`config.mk`:
```
export PLATFORM = sky130hd
export DESIGN_NAME = mem_access_ctrl
export DESIGN_NICKNAME = d
export VERILOG_FILES = /design/src/rtl/mem_access_ctrl_pkg.sv /design/src/rtl/mem_wait_counter.sv /design/src/rtl/mem_access_ctrl.sv
export SDC_FILE = /design/constraint.sdc
export NUM_CORES = 1
export LEC_CHECK = 0
export BUFFER_PORTS_ARGS = -buffer_cell sky130_fd_sc_hd__buf_2
export CORE_MARGIN = 3
export CORE_UTILIZATION = 50
export DETAILED_ROUTE_END_ITERATION = 8
export GPL_TIMING_DRIVEN = 0
export PLACE_DENSITY_LB_ADDON = 0.08
export SYNTH_ARGS = -nofsm -noshare
export SYNTH_HDL_FRONTEND = slang
export SYNTH_SLANG_ARGS = --single-unit
```
`constraint.sdc`:
```
create_clock -name CLK -period 3.9 [get_ports CLK]
set_input_delay 0.195 -clock CLK [delete_from_list [all_inputs] [get_ports CLK]]
set_output_delay 0.195 -clock CLK [all_outputs]
set_load 0.005 [all_outputs]
```
`src/rtl/mem_access_ctrl_pkg.sv`:
```
// Shared definitions for the memory access sequencer: width defaults, FSM encodings
// and the wait-counter sizing helper.
package mem_access_ctrl_pkg;

  localparam int unsigned DATA_WIDTH_DEF  = 32;
  localparam int unsigned ADDR_WIDTH_DEF  = 26;
  localparam logic [ADDR_WIDTH_DEF-1:0] MEM_LIMIT_DEF = 26'h3FFFFFF;
  localparam int unsigned WAIT_CYCLES_DEF = 1;
  localparam int unsigned WAIT_CNT_WIDTH  = 4;

  localparam logic [1:0] ST_IDLE   = 2'd0;
  localparam logic [1:0] ST_ACCESS = 2'd1;
  localparam logic [1:0] ST_WAIT   = 2'd2;
  localparam logic [1:0] ST_RESP   = 2'd3;

  // Which kind of completion (if any) is being acknowledged at the current edge.
  typedef enum logic [1:0] {
    OP_NONE  = 2'd0,
    OP_READ  = 2'd1,
    OP_WRITE = 2'd2,
    OP_ERR   = 2'd3
  } done_kind_t;

  // Clamp the configured latency into what the 4-bit counter can express (1..15).
  function automatic logic [WAIT_CNT_WIDTH-1:0] wait_load_value(input int unsigned cycles);
    if (cycles == 0) return WAIT_CNT_WIDTH'(1);
    if (cycles > (2 ** WAIT_CNT_WIDTH) - 1) return WAIT_CNT_WIDTH'((2 ** WAIT_CNT_WIDTH) - 1);
    return WAIT_CNT_WIDTH'(cycles);
  endfunction

endpackage

```
`src/rtl/mem_wait_counter.sv`:
```
// Down-counter that times the memory read latency between the access edge and data capture.
module mem_wait_counter
  import mem_access_ctrl_pkg::*;
(
  input  logic                      CLK,
  input  logic                      RST,
  input  logic                      load,
  input  logic [WAIT_CNT_WIDTH-1:0] load_val,
  input  logic                      dec,
  output logic [WAIT_CNT_WIDTH-1:0] count,
  output logic                      zero
);

  // NOTE: sequential state uses non-blocking assignments so every register samples pre-edge values.
  always_ff @(posedge CLK) begin
    if (RST) begin
      count <= '0;
    end else if (load) begin
      count <= load_val;
    end else if (dec && !zero) begin
      count <= count - WAIT_CNT_WIDTH'(1);
    end
  end

  assign zero = (count == '0);

endmodule

```
`src/rtl/mem_access_ctrl.sv`:
```
// Single-word request sequencer in front of the word memory wrapper.
// Optional completion counters (RD_CNT/WR_CNT/ERR_CNT): define MEM_ACCESS_CTRL_PERF_CNT_EN.
module mem_access_ctrl
  import mem_access_ctrl_pkg::*;
#(
  parameter int unsigned           DATA_WIDTH  = DATA_WIDTH_DEF,
  parameter int unsigned           ADDR_WIDTH  = ADDR_WIDTH_DEF,
  parameter logic [ADDR_WIDTH-1:0] MEM_LIMIT   = ADDR_WIDTH'(MEM_LIMIT_DEF),
  parameter int unsigned           WAIT_CYCLES = WAIT_CYCLES_DEF
) (
  input  logic                  CLK,
  input  logic                  RST,
  input  logic                  REQ,
  input  logic                  WE,
  input  logic [ADDR_WIDTH-1:0] ADDR_IN,
  input  logic [DATA_WIDTH-1:0] WDATA,
  output logic                  BUSY,
  output logic                  ACK,
  output logic                  ERR,
  output logic [DATA_WIDTH-1:0] RDATA,
  output logic                  MEM_READ,
  output logic                  MEM_WRITE,
  output logic [ADDR_WIDTH-1:0] MEM_ADDR,
  output logic [DATA_WIDTH-1:0] MEM_DATA_IN,
`ifdef MEM_ACCESS_CTRL_PERF_CNT_EN
  output logic [31:0]           RD_CNT,
  output logic [31:0]           WR_CNT,
  output logic [31:0]           ERR_CNT,
`endif
  input  logic [DATA_WIDTH-1:0] MEM_DATA_OUT
);

  localparam logic [WAIT_CNT_WIDTH-1:0] WAIT_LOAD = wait_load_value(WAIT_CYCLES);

  logic [1:0]                state;
  logic                      we_q;
  logic [WAIT_CNT_WIDTH-1:0] wait_count;
  logic                      wait_zero;
  logic                      wait_load;
  logic                      wait_dec;
  logic                      wait_done;
  logic                      accepting;
  logic                      addr_bad;
  logic [ADDR_WIDTH:0]       limit_diff;
  done_kind_t                done_kind;

  mem_wait_counter u_wait_counter (
    .CLK      (CLK),
    .RST      (RST),
    .load     (wait_load),
    .load_val (WAIT_LOAD),
    .dec      (wait_dec),
    .count    (wait_count),
    .zero     (wait_zero)
  );

  assign wait_load = (state == ST_ACCESS);
  assign wait_dec  = (state == ST_WAIT);
  assign accepting = REQ && ((state == ST_IDLE) || (state == ST_RESP));

  // Out-of-range is the borrow of MEM_LIMIT - ADDR_IN; this stays a real datapath
  // check even when MEM_LIMIT is the all-ones address.
  assign limit_diff = {1'b0, MEM_LIMIT} - {1'b0, ADDR_IN};
  assign addr_bad   = limit_diff[ADDR_WIDTH];

  // The access edge loads WAIT_CYCLES, so the capture edge is the one where the count is 1.
  // A zero count is only reachable through a corrupted load and simply ends the wait.
  assign wait_done = (state == ST_WAIT) && (wait_zero || (wait_count == WAIT_CNT_WIDTH'(1)));

  // NOTE: every variable assigned in always_comb gets a default first so no latch is inferred.
  always_comb begin
    done_kind = OP_NONE;
    if (accepting && addr_bad) begin
      done_kind = OP_ERR;
    end else if (wait_done) begin
      done_kind = we_q ? OP_WRITE : OP_READ;
    end
  end

  always_ff @(posedge CLK) begin
    if (RST) begin
      state       <= ST_IDLE;
      we_q        <= 1'b0;
      BUSY        <= 1'b0;
      ACK         <= 1'b0;
      ERR         <= 1'b0;
      RDATA       <= '0;
      MEM_READ    <= 1'b0;
      MEM_WRITE   <= 1'b0;
      MEM_ADDR    <= '0;
      MEM_DATA_IN <= '0;
    end else begin
      ACK       <= 1'b0;
      ERR       <= 1'b0;
      MEM_READ  <= 1'b0;
      MEM_WRITE <= 1'b0;

      case (state)
        ST_IDLE, ST_RESP: begin
          BUSY  <= 1'b0;
          state <= ST_IDLE;
          if (accepting) begin
            if (addr_bad) begin
              state <= ST_RESP;
              ACK   <= 1'b1;
              ERR   <= 1'b1;
              RDATA <= '0;
            end else begin
              state       <= ST_ACCESS;
              BUSY        <= 1'b1;
              we_q        <= WE;
              MEM_ADDR    <= ADDR_IN;
              MEM_DATA_IN <= WDATA;
              MEM_WRITE   <= WE;
              MEM_READ    <= ~WE;
            end
          end
        end

        ST_ACCESS: begin
          state <= ST_WAIT;
        end

        ST_WAIT: begin
          if (wait_done) begin
            state <= ST_RESP;
            BUSY  <= 1'b0;
            ACK   <= 1'b1;
            if (done_kind == OP_READ) begin
              RDATA <= MEM_DATA_OUT;
            end
          end
        end

        default: begin
          state <= ST_IDLE;
        end
      endcase
    end
  end

`ifdef MEM_ACCESS_CTRL_PERF_CNT_EN
  always_ff @(posedge CLK) begin
    if (RST) begin
      RD_CNT  <= '0;
      WR_CNT  <= '0;
      ERR_CNT <= '0;
    end else begin
      case (done_kind)
        OP_READ:  RD_CNT  <= RD_CNT + 32'd1;
        OP_WRITE: WR_CNT  <= WR_CNT + 32'd1;
        OP_ERR:   ERR_CNT <= ERR_CNT + 32'd1;
        default:  ;
      endcase
    end
  end
`else
  // Counters absent: done_kind only steers read-data capture.
`endif

  // The memory must never see both strobes, and an acknowledge never overlaps an access.
  assert property (@(posedge CLK) !(MEM_READ && MEM_WRITE));
  assert property (@(posedge CLK) ACK |-> !BUSY);

endmodule

```
; ---- After elaboration in Yosys (flattened, before gate mapping)
; Index checks and enable logic that the tools add are counted.
; W data, S select, Z words.
[word_totals]
ff_bits = 102
output_inout_bits = 95
[classes]
n_addsub = 2
eq_ne = 9
mux = 22
bitwise_logic = 4
n_reduce_logical = 18
[op_table]
columns = cell, count
row1 = $mux W32, 4
row2 = $pmux W32 S2, 1
row3 = $sub A26 B26 Y27 const A, 1
row4 = $mux W2, 6
row5 = $mux W1, 8
row6 = $ne A2 B2 Y1 const B, 4
row7 = $pmux W2 S3, 1
row8 = $reduce_or A2 Y1, 3
row9 = $reduce_and A5 Y1, 1
row10 = $eq A2 B1 Y1 const B, 2
row11 = $eq A2 B2 Y1 const B, 2
row12 = $eq A4 B1 Y1 const B, 1
row13 = $logic_and A1 B1 Y1, 4
row14 = $logic_not A4 Y1, 1
row15 = $not A1 Y1, 4
row16 = $pmux W1 S2, 2
row17 = $reduce_bool A2 Y1, 2
row18 = $reduce_or A4 Y1, 1
row19 = $sub A4 B1 Y4 const B, 1
row20 = $reduce_and A3 Y1, 1
row21 = $logic_not A2 Y1, 1
row22 = $logic_or A1 B1 Y1, 2
row23 = $reduce_and A2 Y1, 1
row24 = $logic_not A1 Y1, 1

; ---- Depth between registers and ports, before layout
[depth]
ltp_word = 9
ltp_mapped = 9
ltp_nobuf = 5

; ---- Hierarchy
; From an unflattened synthesis, not the netlist that was laid out.
[unflattened]
cells_unflattened = 463
hier_area_um2 = 3921.3
[by_module_without_submodules]
columns = module, n_inst, cells_each, area_each_um2
row1 = mem_access_ctrl, 1, 434, 3658.5
row2 = mem_wait_counter, 1, 29, 262.8

; ---- Worst setup path after synthesis
; Ideal clock, no wire load.
[synth_path]
path_type = register -> register
from = reg state[0]
to = reg MEM_ADDR[10]
t_arrival_ns = 1.438
required_ns = 3.768
setup_slack_ns = 2.329
stages_incl_launch_ff = 10
path_buffers = 4
path_cell_list = dfxtp_1 -> inv_1 -> ha_1 -> buf_4 -> and2_1 -> buf_2 -> buf_4 -> buf_6 -> nand2_1 -> a21oi_1
[synth_between]
elab_chain_cells = 4
[synth_rtl]
columns = element, line
row1 = "start, declared", mem_access_ctrl.sv:35  ; logic [1:0] state;
row2 = "start signal, assigned", mem_access_ctrl.sv:82  ; state <= ST_IDLE;
row3 = "start signal, assigned", mem_access_ctrl.sv:101  ; state <= ST_IDLE;
row4 = "start signal, assigned", mem_access_ctrl.sv:104  ; state <= ST_RESP;
row5 = $eq A2 B2 Y1 / $logic_not A2 Y1 (equally long branches), "mem_access_ctrl.sv:59, mem_access_ctrl.sv:98"
row6 = $logic_or A1 B1 Y1, mem_access_ctrl.sv:59  ; assign accepting = REQ && ((state == ST_IDLE) || (state == ST_RESP));
row7 = $logic_and A1 B1 Y1, mem_access_ctrl.sv:59
row8 = $reduce_and A3 Y1 (no line) *, n/a
row9 = "end signal, assigned", mem_access_ctrl.sv:90  ; MEM_ADDR <= '0;
row10 = "end signal, assigned", mem_access_ctrl.sv:112  ; MEM_ADDR <= ADDR_IN;
row11 = "end, declared", mem_access_ctrl.sv:23  ; output logic [ADDR_WIDTH-1:0] MEM_ADDR,
; Mark *: on every way between the ends. The rest lies on a longest branch, timed or not.
; A chain may end at the register's enable or synchronous reset.

; ---- Worst setup path after layout
[layout_path]
from = reg state[0]
to = reg RDATA[7]
[layout_between]
elab_chain_cells = 8
[layout_rtl]
columns = element, line
row1 = $eq A2 B2 Y1 / $logic_not A2 Y1 (equally long branches), "mem_access_ctrl.sv:59, mem_access_ctrl.sv:98"
row2 = $logic_or A1 B1 Y1, mem_access_ctrl.sv:59
row3 = $logic_and A1 B1 Y1, mem_access_ctrl.sv:59
row4 = $logic_and A1 B1 Y1, mem_access_ctrl.sv:73  ; if (accepting && addr_bad) begin
row5 = $mux W2, mem_access_ctrl.sv:73
row6 = $eq A2 B1 Y1, mem_access_ctrl.sv:129  ; if (done_kind == OP_READ) begin
row7 = $ne A2 B2 Y1 (no line), n/a
row8 = $reduce_and A5 Y1 (no line), n/a
row9 = "end signal, assigned", mem_access_ctrl.sv:87  ; RDATA <= '0;
row10 = "end signal, assigned", mem_access_ctrl.sv:107  ; RDATA <= '0;
row11 = "end signal, assigned", mem_access_ctrl.sv:130  ; RDATA <= MEM_DATA_OUT;
row12 = "end, declared", mem_access_ctrl.sv:20  ; output logic [DATA_WIDTH-1:0] RDATA,
; Several ways; a longest one is shown, not always the timed one.

==> impl_table.tex <==
\begin{tabular}{lr}
\hline
Metric & Value \\
\hline
\multicolumn{2}{l}{\textbf{Global routing}} \\
\quad Busiest layer in global routing & met2 \\
\quad Total Routing Usage GR & 21.5\% \\
\quad Wire length of the first global-routing pass & 15600 microns \\
\quad Met2 track demand over resource & 35.8\% \\
\quad Aggregate global routing overflow & 0 \\
\quad Pin count of the biggest net entering global routing & 17 \\
\quad Via count of the first global-routing pass & 3437 \\
\quad Initial antenna violation count & 0 \\
\quad Met1 usage in global routing & 25.3\% \\
\quad Global-route track usage on met3 & 7.81\% \\
\multicolumn{2}{l}{\textbf{Cells and area}} \\
\quad Top library cells by usage in the layout, fill and taps aside & sky130\_fd\_sc\_hd\_\_buf\_2 (200), sky130\_fd\_sc\_hd\_\_nand2\_1 (120), sky130\_fd\_sc\_hd\_\_dfxtp\_1 (101), sky130\_fd\_sc\_hd\_\_nand2b\_1 (65), sky130\_fd\_sc\_hd\_\_a21oi\_1 (62) \\
\quad Layout filler cell count & 677 \\
\quad Most common library cell in the layout ignoring fill and taps & sky130\_fd\_sc\_hd\_\_buf\_2 \\
\quad Fraction of layout cells with a size suffix above 1 & 34.5\% \\
\quad Fin util & 67.8\% \\
\quad Count of nets after finishing & 752 \\
\quad Layout-stage area growth over the synthesis result & 31.0\% \\
\quad Inserted Diodes & 0 \\
\multicolumn{2}{l}{\textbf{Floorplanning}} \\
\quad Placement row count & 32 \\
\quad Horizontal die dimension & 95.7 microns \\
\quad Area of the placeable core & 7770 sq um \\
\quad Effective utilization at floorplan & 51.8\% \\
\quad Number of top-level pins & 189 \\
\quad Die outline area & 9150 sq um \\
\quad Y dimension of the die & 95.7 microns \\
\multicolumn{2}{l}{\textbf{Power and ir drop}} \\
\quad Post-route total power & 2620 uW \\
\quad Power density over cell area & 497 nW/um\^{}2 \\
\quad Peak VDD IR & 257 uV \\
\quad Static power due to leakage & 0.00245 uW \\
\multicolumn{2}{l}{\textbf{Clocking}} \\
\quad TritonCTS clock tree & built \\
\quad Clock-pin transition on the worst setup and hold timing paths & 0.09 ns \\
\quad Clk\_lat worst skew & 0.35 ns \\
\quad Depth of the CTS H-tree & 3 \\
\quad Root Buffer & sky130\_fd\_sc\_hd\_\_clkbuf\_8 \\
\quad \# Post-CTS Setup Buffers & 0 \\
\quad TritonCTS buffer count & 9 \\
\quad CTS Sinks & 101 \\
\quad Cts repair resizes & 0 \\
\quad Clk buf depth & 2 \\
\quad Hold buffer count at CTS & 0 \\
\multicolumn{2}{l}{\textbf{Drt}} \\
\quad Per-cell routed wire length & 12.9 microns \\
\quad Via count normalized by instance count & 4.76 \\
\quad Routed via count & 3615 \\
\quad Total detailed-routing wirelength & 9810 microns \\
\quad Count of unresolved DRC violations after routing & 0 \\
\quad DRT antenna net count & 0 \\
\quad DR pass1 iterations & 4 \\
\quad 1st-iter DRT viols & 117 \\
\multicolumn{2}{l}{\textbf{Critical path}} \\
\quad Required arrival time at the worst endpoint & 4.17 ns \\
\quad Slowest stage cell on the critical path & sky130\_fd\_sc\_hd\_\_dfxtp\_1 \\
\quad Crit path launch type & flop \\
\quad WP data arrival & 2.05 ns \\
\quad Max incr delay on CP & 0.37 ns \\
\quad Critical path peak fanout & 10 \\
\quad Critical Path, Cell by Cell & inv\_1 > ha\_1 > buf\_4 > nor2\_1 > and4b\_1 > buf\_6 > buf\_12 > mux2i\_1 \\
\quad Crit. End Element & flop \\
\quad Kind of cell with the highest combined delay on the critical path & buffers and inverters \\
\quad WS Path Type & flop to flop \\
\quad Buffering stage count on the worst path with inverters included & 4 \\
\multicolumn{2}{l}{\textbf{Place}} \\
\quad Number of I/O port buffers & 186 \\
\quad DP HPWL & 7630 microns \\
\quad Minimum setup slack after placement & 2.13 ns \\
\quad RD Place Congestion & 0.831 \\
\multicolumn{2}{l}{\textbf{Synthesis}} \\
\quad Share of synthesized cell area in full adder, half adder and majority cells & 1.24\% \\
\quad Number of register bits inferred by synthesis & 101 \\
\quad Share of synthesized registers carrying an async set or reset & 0\% \\
\quad Synth Area in Compound Gates & 8.84\% \\
\quad Net count after synthesis & 555 \\
\quad Post-synth top area cell & sky130\_fd\_sc\_hd\_\_dfxtp\_1 \\
\quad Post-synthesis instance total & 457 \\
\quad Post-synth design cell area & 4020 sq um \\
\quad Simple-gate area share of the yosys netlist & 25.0\% \\
\quad Number of warnings printed during yosys synthesis & 0 \\
\quad Leading cell types by total area after synthesis & sky130\_fd\_sc\_hd\_\_dfxtp\_1 (50\%), sky130\_fd\_sc\_hd\_\_nand2\_1 (11\%), sky130\_fd\_sc\_hd\_\_nand2b\_1 (10\%) \\
\quad Avg Cell Area, Syn & 8.80 sq um \\
\quad Area share of the leading cell type in the synthesized netlist & 50.3\% \\
\quad Portion of the post-synthesis area used by sequential elements & 50.3\% \\
\quad Primary FF master, synth & sky130\_fd\_sc\_hd\_\_dfxtp\_1 \\
\quad Post-synthesis xor/xnor area fraction & 0\% \\
\quad Largest family of logic cells by synthesized area & simple AND/OR/NAND/NOR gates \\
\quad Number of different library cells in the post-synthesis netlist & 30 \\
\quad Mux cell area share after synthesis & 8.50\% \\
\quad EDFF count, synth & 0 \\
\multicolumn{2}{l}{\textbf{Timing}} \\
\quad Summed negative setup slack over all endpoints & 0 ns \\
\quad Unrepaired setup endpoints after global routing & false \\
\quad Final period util & 45.5\% \\
\quad Relative slew slack & 65.7\% \\
\quad Hold Vio Cnt, Final & 0 \\
\quad Final worst path period need & 1.77 ns \\
\quad Skew final & 0.0139 ns \\
\quad Total count of max-transition violations in the final report & 0 \\
\quad Fmax achieved & 564 MHz \\
\quad Final worst-path setup slack & 2.13 ns \\
\quad Endpoints failing setup & 0 \\
\quad Slew of the pin with the lowest slew margin & 0.514 ns \\
\multicolumn{2}{l}{\textbf{Min path}} \\
\quad Type of the tightest min-delay check & input port to flop \\
\multicolumn{2}{l}{\textbf{Run}} \\
\quad Max cap viols & 0 \\
\multicolumn{2}{l}{\textbf{Run status}} \\
\quad Outcome & complete, no violations \\
\hline
\end{tabular}
==> area by class of cell <==
type	instances	area (sq um)	area share (%)
clock buffer	9	124	2.35
clock inverter	6	63.8	1.21
timing repair buffer	186	931	17.7
inverter	5	18.8	0.356
sequential	101	2020	38.4
multi-input combinational	316	1760	33.3
buffer	35	224	4.25
tap	102	128	2.42
==> metal layers <==
metal / vias to the layer above / part of all wire [%]
met1: 1614 / 42
met5: - / 0
met2: 128 / 47
li1: 1862 / -
met4: 0 / 1.4
met3: 11 / 10
==> synthesized netlist by cell type (all sizes together) (2+ instances only) <==
cell type	number
a21oi	62
and4b	2
buf	22
clkbuf	13
dfxtp	101
ha	4
inv	5
mux2i	33
nand2	120
nand2b	65
nand3	2
nor2	10
nor3	3
nor3b	2
nor4b	2
==> where the power goes <==
part	switching, uW	leakage (uW)	internal [uW]	total, uW
sequential	66.8	0.000824	1170	1240
clock	346	0.0000915	293	639
combinational	409	0.00153	336	745
==> cell families after synthesis <==
| kind of cell | Yosys count |
|---|---|
| buffers and inverters | 40 |
| adders and majority gates | 4 |
| DFF | 101 |
| and+or+nand+nor | 209 |
| AOI/OAI and AO/OA | 68 |
| other | 1 |
| muxes | 34 |
==> flip-flops by register name, summed over array words and instances, names as in the netlist <==
name                  cells
MEM_ADDR                 26
u_wait_counter.count      4
BUSY                      1
ACK                       1
MEM_DATA_IN              32
MEM_READ                  1
we_q                      1
RDATA                    32
state                     2
MEM_WRITE                 1
==> worst paths after layout <==
path                                   endpoint       startpoint  slack (ns)  depth (start not counted)
worst min-delay path                   MEM_READ               WE        0.03                          2
worst max register to register         RDATA[7]         state[0]        2.13                          8
worst min register to register  MEM_DATA_IN[19]  MEM_DATA_IN[19]        0.46                          2
worst max-delay path                   RDATA[7]         state[0]        2.13                          8
==> stage by stage <==
| step | hold WS, ns | area (sq um) | cells |
|---|---|---|---|
| 2_1_floorplan | 0.274 | 4020 | 457 |
| 3_3_place_gp | 0.393 | 5080 | 745 |
| 3_5_place_dp | 0.394 | 5080 | 745 |
| 4_1_cts | 0.0148 | 5270 | 760 |
| 5_1_grt | 0.0179 | 5270 | 760 |
| 6_report | 0.0268 | 5270 | 760 |
==> worst reg2reg max path: cells and delay by family, from the launching register on <==
kind | cells | cell delay [ns]
mux | 1 | 0.20
fa+ha+maj | 1 | 0.29
flops | 1 | 0.37
simple gates | 2 | 0.34
buf+inv | 4 | 0.52
No activity file was read; power rests on OpenSTA's default activity.
